### src/rtl/cpu_seq_ctrl.sv
// cpu_seq_ctrl: multi-cycle fetch/decode/execute sequencer with a
// return-address stack and a timed coprocessor start/done handshake.
module cpu_seq_ctrl #(
    parameter int STACK_DEPTH = 4,
    parameter int COP_TIMEOUT = 255
) (
    input  logic        clk,
    input  logic        rst,
    output logic [10:0] imem_addr,
    input  logic [18:0] imem_rdata,
    output logic [18:0] ir,
    input  logic [3:0]  opcode,
    input  logic [10:0] jump_addr,
    input  logic [10:0] call_addr,
    input  logic [7:0]  branch_addr,
    input  logic        branch_taken,
    output logic        reg_we,
    output logic        mem_re,
    output logic        mem_we,
    output logic        cop_start,
    output logic [1:0]  cop_sel,
    input  logic        cop_done,
    output logic [10:0] pc,
    output logic        stack_err,
    output logic        cop_timeout
);

    localparam int SPW = $clog2(STACK_DEPTH + 1);
    localparam int CW  = $clog2(COP_TIMEOUT + 1);

    localparam logic [2:0] S_FETCH    = 3'd0;
    localparam logic [2:0] S_DECODE   = 3'd1;
    localparam logic [2:0] S_EXEC     = 3'd2;
    localparam logic [2:0] S_MEM      = 3'd3;
    localparam logic [2:0] S_WB       = 3'd4;
    localparam logic [2:0] S_COP_WAIT = 3'd5;

    localparam logic [3:0] OP_JUMP   = 4'b0011;
    localparam logic [3:0] OP_BRANCH = 4'b0100;
    localparam logic [3:0] OP_LOAD   = 4'b0101;
    localparam logic [3:0] OP_STORE  = 4'b0110;
    localparam logic [3:0] OP_CALL   = 4'b0111;
    localparam logic [3:0] OP_RET    = 4'b1000;
    localparam logic [3:0] OP_ENC    = 4'b1001;
    localparam logic [3:0] OP_DEC    = 4'b1010;
    localparam logic [3:0] OP_FFT    = 4'b1011;

    logic [2:0]     state_q, state_d;
    logic [10:0]    pc_q, pc_d;
    logic [18:0]    ir_q, ir_d;
    logic [SPW-1:0] sp_q, sp_d;
    logic [10:0]    stack_q [STACK_DEPTH];
    logic [10:0]    stack_d [STACK_DEPTH];
    logic           reg_we_q, reg_we_d;
    logic           mem_re_q, mem_re_d;
    logic           mem_we_q, mem_we_d;
    logic           cop_start_q, cop_start_d;
    logic [1:0]     cop_sel_q, cop_sel_d;
    logic           stack_err_q, stack_err_d;
    logic           cop_timeout_q, cop_timeout_d;
    logic [CW-1:0]  wait_cnt_q, wait_cnt_d;

    logic [10:0]    pc_inc;
    logic [10:0]    stack_top;

    assign pc_inc = pc_q + 11'd1;

    always_comb begin
        stack_top = '0;
        for (int i = 0; i < STACK_DEPTH; i++) begin
            if (SPW'(i + 1) == sp_q) begin
                stack_top = stack_q[i];
            end
        end
    end

    always_comb begin
        state_d       = state_q;
        pc_d          = pc_q;
        ir_d          = ir_q;
        sp_d          = sp_q;
        stack_d       = stack_q;
        reg_we_d      = 1'b0;
        mem_re_d      = 1'b0;
        mem_we_d      = 1'b0;
        cop_start_d   = 1'b0;
        cop_sel_d     = cop_sel_q;
        stack_err_d   = stack_err_q;
        cop_timeout_d = cop_timeout_q;
        wait_cnt_d    = wait_cnt_q;

        case (state_q)
            S_FETCH: begin
                state_d = S_DECODE;
            end

            S_DECODE: begin
                ir_d    = imem_rdata;
                state_d = S_EXEC;
            end

            S_EXEC: begin
                pc_d    = pc_inc;
                state_d = S_FETCH;
                case (opcode)
                    OP_JUMP: begin
                        pc_d = jump_addr;
                    end
                    OP_BRANCH: begin
                        if (branch_taken) begin
                            pc_d = {3'b000, branch_addr};
                        end
                    end
                    OP_LOAD: begin
                        mem_re_d = 1'b1;
                        state_d  = S_MEM;
                    end
                    OP_STORE: begin
                        mem_we_d = 1'b1;
                        state_d  = S_MEM;
                    end
                    OP_CALL: begin
                        if (sp_q < SPW'(STACK_DEPTH)) begin
                            for (int i = 0; i < STACK_DEPTH; i++) begin
                                if (SPW'(i) == sp_q) begin
                                    stack_d[i] = pc_inc;
                                end
                            end
                            sp_d = sp_q + SPW'(1);
                            pc_d = call_addr;
                        end else begin
                            stack_err_d = 1'b1;
                        end
                    end
                    OP_RET: begin
                        if (sp_q != '0) begin
                            sp_d = sp_q - SPW'(1);
                            pc_d = stack_top;
                        end else begin
                            stack_err_d = 1'b1;
                        end
                    end
                    OP_ENC, OP_DEC, OP_FFT: begin
                        cop_start_d = 1'b1;
                        cop_sel_d   = opcode[1:0];
                        wait_cnt_d  = '0;
                        state_d     = S_COP_WAIT;
                    end
                    default: begin
                        reg_we_d = 1'b1;
                        state_d  = S_WB;
                    end
                endcase
            end

            S_MEM: begin
                if (mem_re_q) begin
                    reg_we_d = 1'b1;
                    state_d  = S_WB;
                end else begin
                    state_d = S_FETCH;
                end
            end

            S_WB: begin
                state_d = S_FETCH;
            end

            S_COP_WAIT: begin
                // done is not trusted while the start pulse is still out
                if (cop_done && !cop_start_q) begin
                    cop_sel_d = 2'b00;
                    state_d   = S_FETCH;
                end else if (wait_cnt_q == CW'(COP_TIMEOUT - 1)) begin
                    cop_timeout_d = 1'b1;
                    cop_sel_d     = 2'b00;
                    state_d       = S_FETCH;
                end else begin
                    wait_cnt_d = wait_cnt_q + CW'(1);
                end
            end

            default: begin
                state_d = S_FETCH;
            end
        endcase
    end

    always_ff @(posedge clk) begin
        if (rst) begin
            state_q       <= S_FETCH;
            pc_q          <= '0;
            ir_q          <= '0;
            sp_q          <= '0;
            for (int i = 0; i < STACK_DEPTH; i++) begin
                stack_q[i] <= '0;
            end
            reg_we_q      <= 1'b0;
            mem_re_q      <= 1'b0;
            mem_we_q      <= 1'b0;
            cop_start_q   <= 1'b0;
            cop_sel_q     <= 2'b00;
            stack_err_q   <= 1'b0;
            cop_timeout_q <= 1'b0;
            wait_cnt_q    <= '0;
        end else begin
            state_q       <= state_d;
            pc_q          <= pc_d;
            ir_q          <= ir_d;
            sp_q          <= sp_d;
            stack_q       <= stack_d;
            reg_we_q      <= reg_we_d;
            mem_re_q      <= mem_re_d;
            mem_we_q      <= mem_we_d;
            cop_start_q   <= cop_start_d;
            cop_sel_q     <= cop_sel_d;
            stack_err_q   <= stack_err_d;
            cop_timeout_q <= cop_timeout_d;
            wait_cnt_q    <= wait_cnt_d;
        end
    end

    assign imem_addr   = pc_q;
    assign pc          = pc_q;
    assign ir          = ir_q;
    assign reg_we      = reg_we_q;
    assign mem_re      = mem_re_q;
    assign mem_we      = mem_we_q;
    assign cop_start   = cop_start_q;
    assign cop_sel     = cop_sel_q;
    assign stack_err   = stack_err_q;
    assign cop_timeout = cop_timeout_q;

endmodule

### config.mk
export PLATFORM = sky130hd
export DESIGN_NAME = cpu_seq_ctrl
export DESIGN_NICKNAME = d
export VERILOG_FILES = /design/src/rtl/cpu_seq_ctrl.sv
export SDC_FILE = /design/constraint.sdc
export NUM_CORES = 1
export LEC_CHECK = 0
export BUFFER_PORTS_ARGS = -buffer_cell sky130_fd_sc_hd__buf_4
export CAP_MARGIN = 20
export CORE_ASPECT_RATIO = 2
export CORE_UTILIZATION = 45
export CTS_BUF_LIST = sky130_fd_sc_hd__clkbuf_16
export DETAILED_ROUTE_END_ITERATION = 10
export PLACE_DENSITY = 0.75
export SLEW_MARGIN = 10
export SYNTH_ARGS = -nofsm -noshare
export SYNTH_HDL_FRONTEND = slang
export SYNTH_SLANG_ARGS = --single-unit
export TNS_END_PERCENT = 30
### constraint.sdc
create_clock -name clk -period 2.67 [get_ports clk]
set_clock_uncertainty 0.15 [all_clocks]
set_input_delay 0.1335 -clock clk [delete_from_list [all_inputs] [get_ports clk]]
set_output_delay 0.1335 -clock clk [all_outputs]
set_load 0.01 [all_outputs]
---- Word level (Yosys, flattened, before mapping) ----
Index checks and enable logic that the tools add are counted.
storage, ports and cells
  register bits after elaboration ......... 96
  latch bits .............................. 0
  bits in writable memories ............... 0
  ROM bits ................................ 0
  input bits .............................. 57
  output and inout bits ................... 49
  word-level logic and storage cells ...... 103
  memories ................................ 0
cells by class
  add/subtract/negate cells ............... 4
  $mul .................................... 0
  divide/modulo/power cells ............... 0
  magnitude comparators ................... 1
  equality and inequality tests ........... 26
  shift operators ......................... 0
  multiplexer cells ....................... 33
  bitwise gates (word level) .............. 2
  reduce and logical (&&, ||, !) cells .... 21
operators with widths
  kind                     number
  $mux W11                 7
  $pmux W11 S4             1
  $reduce_and A4 Y1        7
  $mux W8                  3
  $eq A4 B3 Y1 const B     4
  $eq A4 B4 Y1 const B     4
  $pmux W8 S2              1
  $mux W3                  5
  $pmux W3 S5              1
  $ne A2 B2 Y1 const B     6
  $add A11 B1 Y11 const B  1
  $pmux W3 S3              1
  $reduce_or A9 Y1         1
  $add A8 B1 Y8 const B    1
  $eq A8 B8 Y1 const B     1
  $mux W1                  7
  $eq A2 B3 Y1 const A     2
  $eq A3 B2 Y1 const B     2
  $logic_not A3 Y1         2
  $mux W2                  3
  $pmux W3 S2              1
  $reduce_and A3 Y1        2
  $eq A4 B2 Y1 const B     1
  $pmux W1 S2              2
  18 further kinds         21

---- Logic depth before layout (Yosys ltp) ----
  depth in word-level cells ............... 7
  depth in mapped cells ................... 9

---- Least setup slack after synthesis ----
No wires, ideal clock.
  path type ............................... register to register
  from .................................... register sp_q[2]
  to ...................................... register pc_q[10] (netlist: imem_addr[10])
  setup time .............................. 0.133 ns
  data arrival time ....................... 2.046 ns
  required time ........................... 2.387 ns
  setup slack ............................. 0.341 ns
  cell stages (with the launch flop) ...... 10
  path buffers ............................ 2
  period minus slack after synthesis ...... 2.329 ns
  cell sequence ........................... dfxtp_1 -> clkbuf_1 -> inv_1 -> ha_1 -> or2_2 -> clkbuf_1 -> a221oi_1 -> nor4_4 -> a211oi_1 -> nor4_1
between the ends
  cells in the longest elaborated chain, start to end .. 7
  elaborated cells on any way between the ends .. 13
RTL lines
  item                      line  text
  start: declaration        51    logic [SPW-1:0] sp_q, sp_d;
  start signal: assignment  210   sp_q <= sp_d;
  $eq A1 B3 Y1              71    if (SPW'(i + 1) == sp_q) begin
  $mux W11 (4 in a row)     71
  $mux W11                  136   if (sp_q != '0) begin
  $pmux W11 S4 *            105   case (opcode)
  end signal: assignment    208   pc_q <= pc_d;
  end: declaration          49    logic [10:0] pc_q, pc_d;
Mark *: on every way between the ends. The rest lies on a longest branch, timed or not.
A chain may end at the register's enable or synchronous reset.

---- Worst setup path in the final report ----
  from .................................... register sp_q[1]
  to ...................................... register pc_q[7] (netlist: imem_addr[7])
The elaborated chain is that of the path after synthesis.

==> metrics.md <==
| Metric | Value |
|---|---|
| Inserted Diodes | `0` |
| Synth warn | `0` |
| Grt ovf | `0` |
| Max-cap violations | `0` |
| Seq cells post-synth | `96` |
| Crit path largest cell delay | `0.44 ns` |
| Placed Cells | `789` |
| Boundary Pins | `106` |
| Clock root buffer | `clkbuf_16` |
| Crit end category | `flop` |
| Fin cells | `roughly 820` |
| Post-synthesis sequential area ratio | `39.8%` |
| Layout Area Growth over Synthesis | `27.2%` |
| Async set-reset flop share out of synthesis | `0%` |
| Power Dens Cells | `527 nW/um^2` |
| Max_slew headroom | `38.5%` |
| Syn Inst Count | `between 500 and 600` |
| Status | `finished clean` |
| Hold Vio Cnt, Final | `0` |
| R2r setup slk | `0.33 ns` |
| Crit Path Class | `flop to flop` |
| Most common cell after layout, fill and taps aside | `buf_4` |
| Routed vias | `4728` |
| Setup crit end | `imem_addr[7]$_SDFFE_PP0N_` |
| Tmin final | `2.34 ns` |
| Die width | `75.2 um` |
| Vias per inst | `5.74` |
| Num rows | `53` |
| Tot Pwr | `0.00323 W` |
| Most used DFF post-synth | `dfxtp_1` |
| DRT iter0 DRCs | `256` |
| Leakage power | `2.33 nW` |
| Max Clock Freq | `427 MHz` |
| Vias in the first global route | `4739` |
| Full die area | `11200 sq um` |
| Cell Area, Synth | `4820 sq um` |
| Post-CTS Resized | `0` |
| Nets@finish | `751` |
| Number of buffers added on ports | `around 110` |
| Post-CTS Setup Inserts | `0` |
| Placed standard-cell area | `5650 sq um` |
| Fraction of layout cells with a size suffix above 1 | `21.7%` |
| Clock slew at reported path FFs | `0.06 ns` |
| Post-Syn Nets | `652` |
| Worst-case reg-to-reg path depth | `7` |
| RSZ-0062 raised after global routing | `false` |
| Synth unique cells | `57` |
| All-layer global routing usage | `27.2%` |
| # H-tree levels | `3` |
| CTS Buf Count | `9` |
| Reg-to-Reg End | `imem_addr[7]$_SDFFE_PP0N_` |
| Design Area, Final | `6140 sq um` |
| Hpwl dp | `10.6 mm` |
| TritonRoute pass-1 iters | `5` |
| Peak VDD IR | `0.449 mV` |
| Total wire length | `14.5 mm` |
| Global placer's final weighted congestion | `0.964` |
| Clock latency on the worst-skew pair | `about 0.35 ns` |
| Crit-path cells | `inv_1 -> ha_1 -> nor3b_1 -> a221oi_1 -> nor4_1 -> a221oi_1 -> a211oi_1` |
| CTS tree | `yes` |
| Worst path slowest cell | `nor3b_1` |
| # setup viols final | `0` |
| Most frequent cells in the layout | `123 x buf_4, 96 x dfxtp_1, 84 x nor2_1, 69 x nand2_1, 50 x a211oi_1` |
| Post-synth EDFFs | `0` |
| Setup TNS Final | `0 ns` |
| CP Max Fanout | `9` |
| R2r startpoint | `sp_q[1]$_SDFFE_PP0P_` |
| HP Class | `input port to flop` |
| Hold Crit Start | `call_addr[4]` |
| Slew at the pin closest to its max-slew limit | `0.923 ns` |
| Core area | `between 10000 and 15000 sq um` |
| Final Cycle Share | `slightly below 90%` |
| CTS sink count | `96` |
| DRC violations left | `0` |
| Starting Density | `a little under half` |
| WL/cell | `17.7 um` |
| Mean Syn Cell Area | `8.25 sq um` |
| Largest net degree at the start of global routing | `around 90` |
| Critical Path Source | `sp_q[1]$_SDFFE_PP0P_` |
| # hold bufs at CTS | `21` |
| Initial antenna violation count | `0` |
| Critical path's most frequent cell | `a221oi_1` |
| First-pass GRT wire length | `22.8 mm` |
| Arrival time worst endpoint | `approximately 2.5 ns` |
| Required @ worst endpoint | `between 2 and 3 ns` |
| Die Ht | `about 150 um` |
| Detail Route Antenna Nets | `0` |
| Filler cells | `972` |
| Slew Limit Fails | `0` |
| Max Root-Sink Buffers | `2` |
| WHS | `0.00646 ns` |
| Kind of start point of the critical path | `flop` |
-- registers in the layout (all words and copies together) (netlist names), 2 cells and up --
signal / flops
sp_q: 3
cop_sel: 2
imem_addr: 11
stack_q: 44
ir: 19
wait_cnt_q: 8
state_q: 3
-- layer usage --
layer  vias up  global-route usage, %  wire length (um)
met1      2224                   26.8              4980
met5         -                      0                 0
li1       2288                      -                 -
met2       160                   47.7              7940
met4         0                   20.3              1030
met3        56                   5.49               589
-- layout make-up --
class                   instances  area, sq um  share of cell area (%)
clock buffers                   9          225                    3.67
repair buffers                144         1130                    18.5
well taps                     137          171                    2.79
flip-flops and latches         96         1920                    31.3
inverters                      10         37.5                   0.612
multi-input cells             423         2600                    42.3
clock inverters                 5         50.0                   0.815
-- cells in the mapped netlist, types with 3 or more instances --
| library cell | number | area (sq um) |
|---|---|---|
| dfxtp_1 | 96 | 1920 |
| nor2_1 | 84 | 315 |
| nand2_1 | 69 | 259 |
| a211oi_1 | 50 | 375 |
| a21oi_1 | 36 | 180 |
| clkbuf_1 | 34 | 128 |
| a221oi_1 | 13 | 114 |
| nor3_1 | 13 | 65.1 |
| nand3_1 | 12 | 60.1 |
| o21ai_0 | 12 | 60.1 |
| buf_4 | 11 | 82.6 |
| xor2_1 | 11 | 96.3 |
| ha_1 | 10 | 125 |
| xnor2_1 | 10 | 87.6 |
| a221o_1 | 9 | 90.1 |
| inv_1 | 9 | 33.8 |
| nand2b_1 | 9 | 56.3 |
| buf_2 | 7 | 35.0 |
| nor4_1 | 7 | 43.8 |
| a211o_1 | 6 | 52.6 |
| mux2i_1 | 6 | 60.1 |
| nor3b_1 | 6 | 45.0 |
| and3_1 | 5 | 31.3 |
| nor2b_1 | 5 | 31.3 |
| a311oi_1 | 4 | 35.0 |
| or2_2 | 4 | 25.0 |
| a21o_1 | 3 | 22.5 |
| a22oi_1 | 3 | 22.5 |
| nand4_1 | 3 | 18.8 |
-- logic make-up (layout without fill, tap and decap cells) --
logic type / count (synthesis) / after routing / share of synthesized area, %
AO/OA/AOI/OAI: 156 / 156 / 23.4
flip-flops: 96 / 96 / 39.8
adder cells (fa/ha/maj): 10 / 10 / 2.59
multiplexers: 6 / 6 / 1.25
XOR/XNOR: 21 / 21 / 3.81
buffers and inverters: 66 / 168 / 6.51
AND/OR/NAND/NOR: 230 / 230 / 22.5
-- report_power, final --
group          leakage (nW)  switching (W)  internal [W]
Combinational          1.42       0.000243      0.000224
Sequential            0.777      0.0000449       0.00147
Clock                 0.132       0.000538      0.000707
Total                  2.33       0.000825       0.00241
-- worst max-delay path, delay by kind of cell (launching register included) --
kind	cells	cell delay, ns
buffers and inverters	1	0.11
adder cells (fa/ha/maj)	1	0.36
AND/OR/NAND/NOR	2	0.76
flip-flops	1	0.34
AO/OA/AOI/OAI	3	0.51
-- how the worst min path moves through the flow --
stage / cells past startpoint / to / slack, ns
after floorplan: 2 / ir[0]$_SDFFE_PP0N_ / 0.12
after global placement: 3 / ir[9]$_SDFFE_PP0N_ / 0.23
after detailed placement: 3 / ir[12]$_SDFFE_PP0N_ / 0.24
after CTS: 3 / imem_addr[4]$_SDFFE_PP0N_ / 0.008
after global routing: 3 / imem_addr[4]$_SDFFE_PP0N_ / 0.04
final: 3 / imem_addr[4]$_SDFFE_PP0N_ / 0.006
-- metrics by stage --
step | setup slack [ns] | util, %
finish | 0.330 | 58.6
global route | 0.0327 | 58.6
CTS | 0.377 | 58.6
detailed placement | 0.395 | 53.9
global placement | 0.442 | 53.9
floorplan | 0.341 | -
No activity file was read; power rests on OpenSTA's default activity.
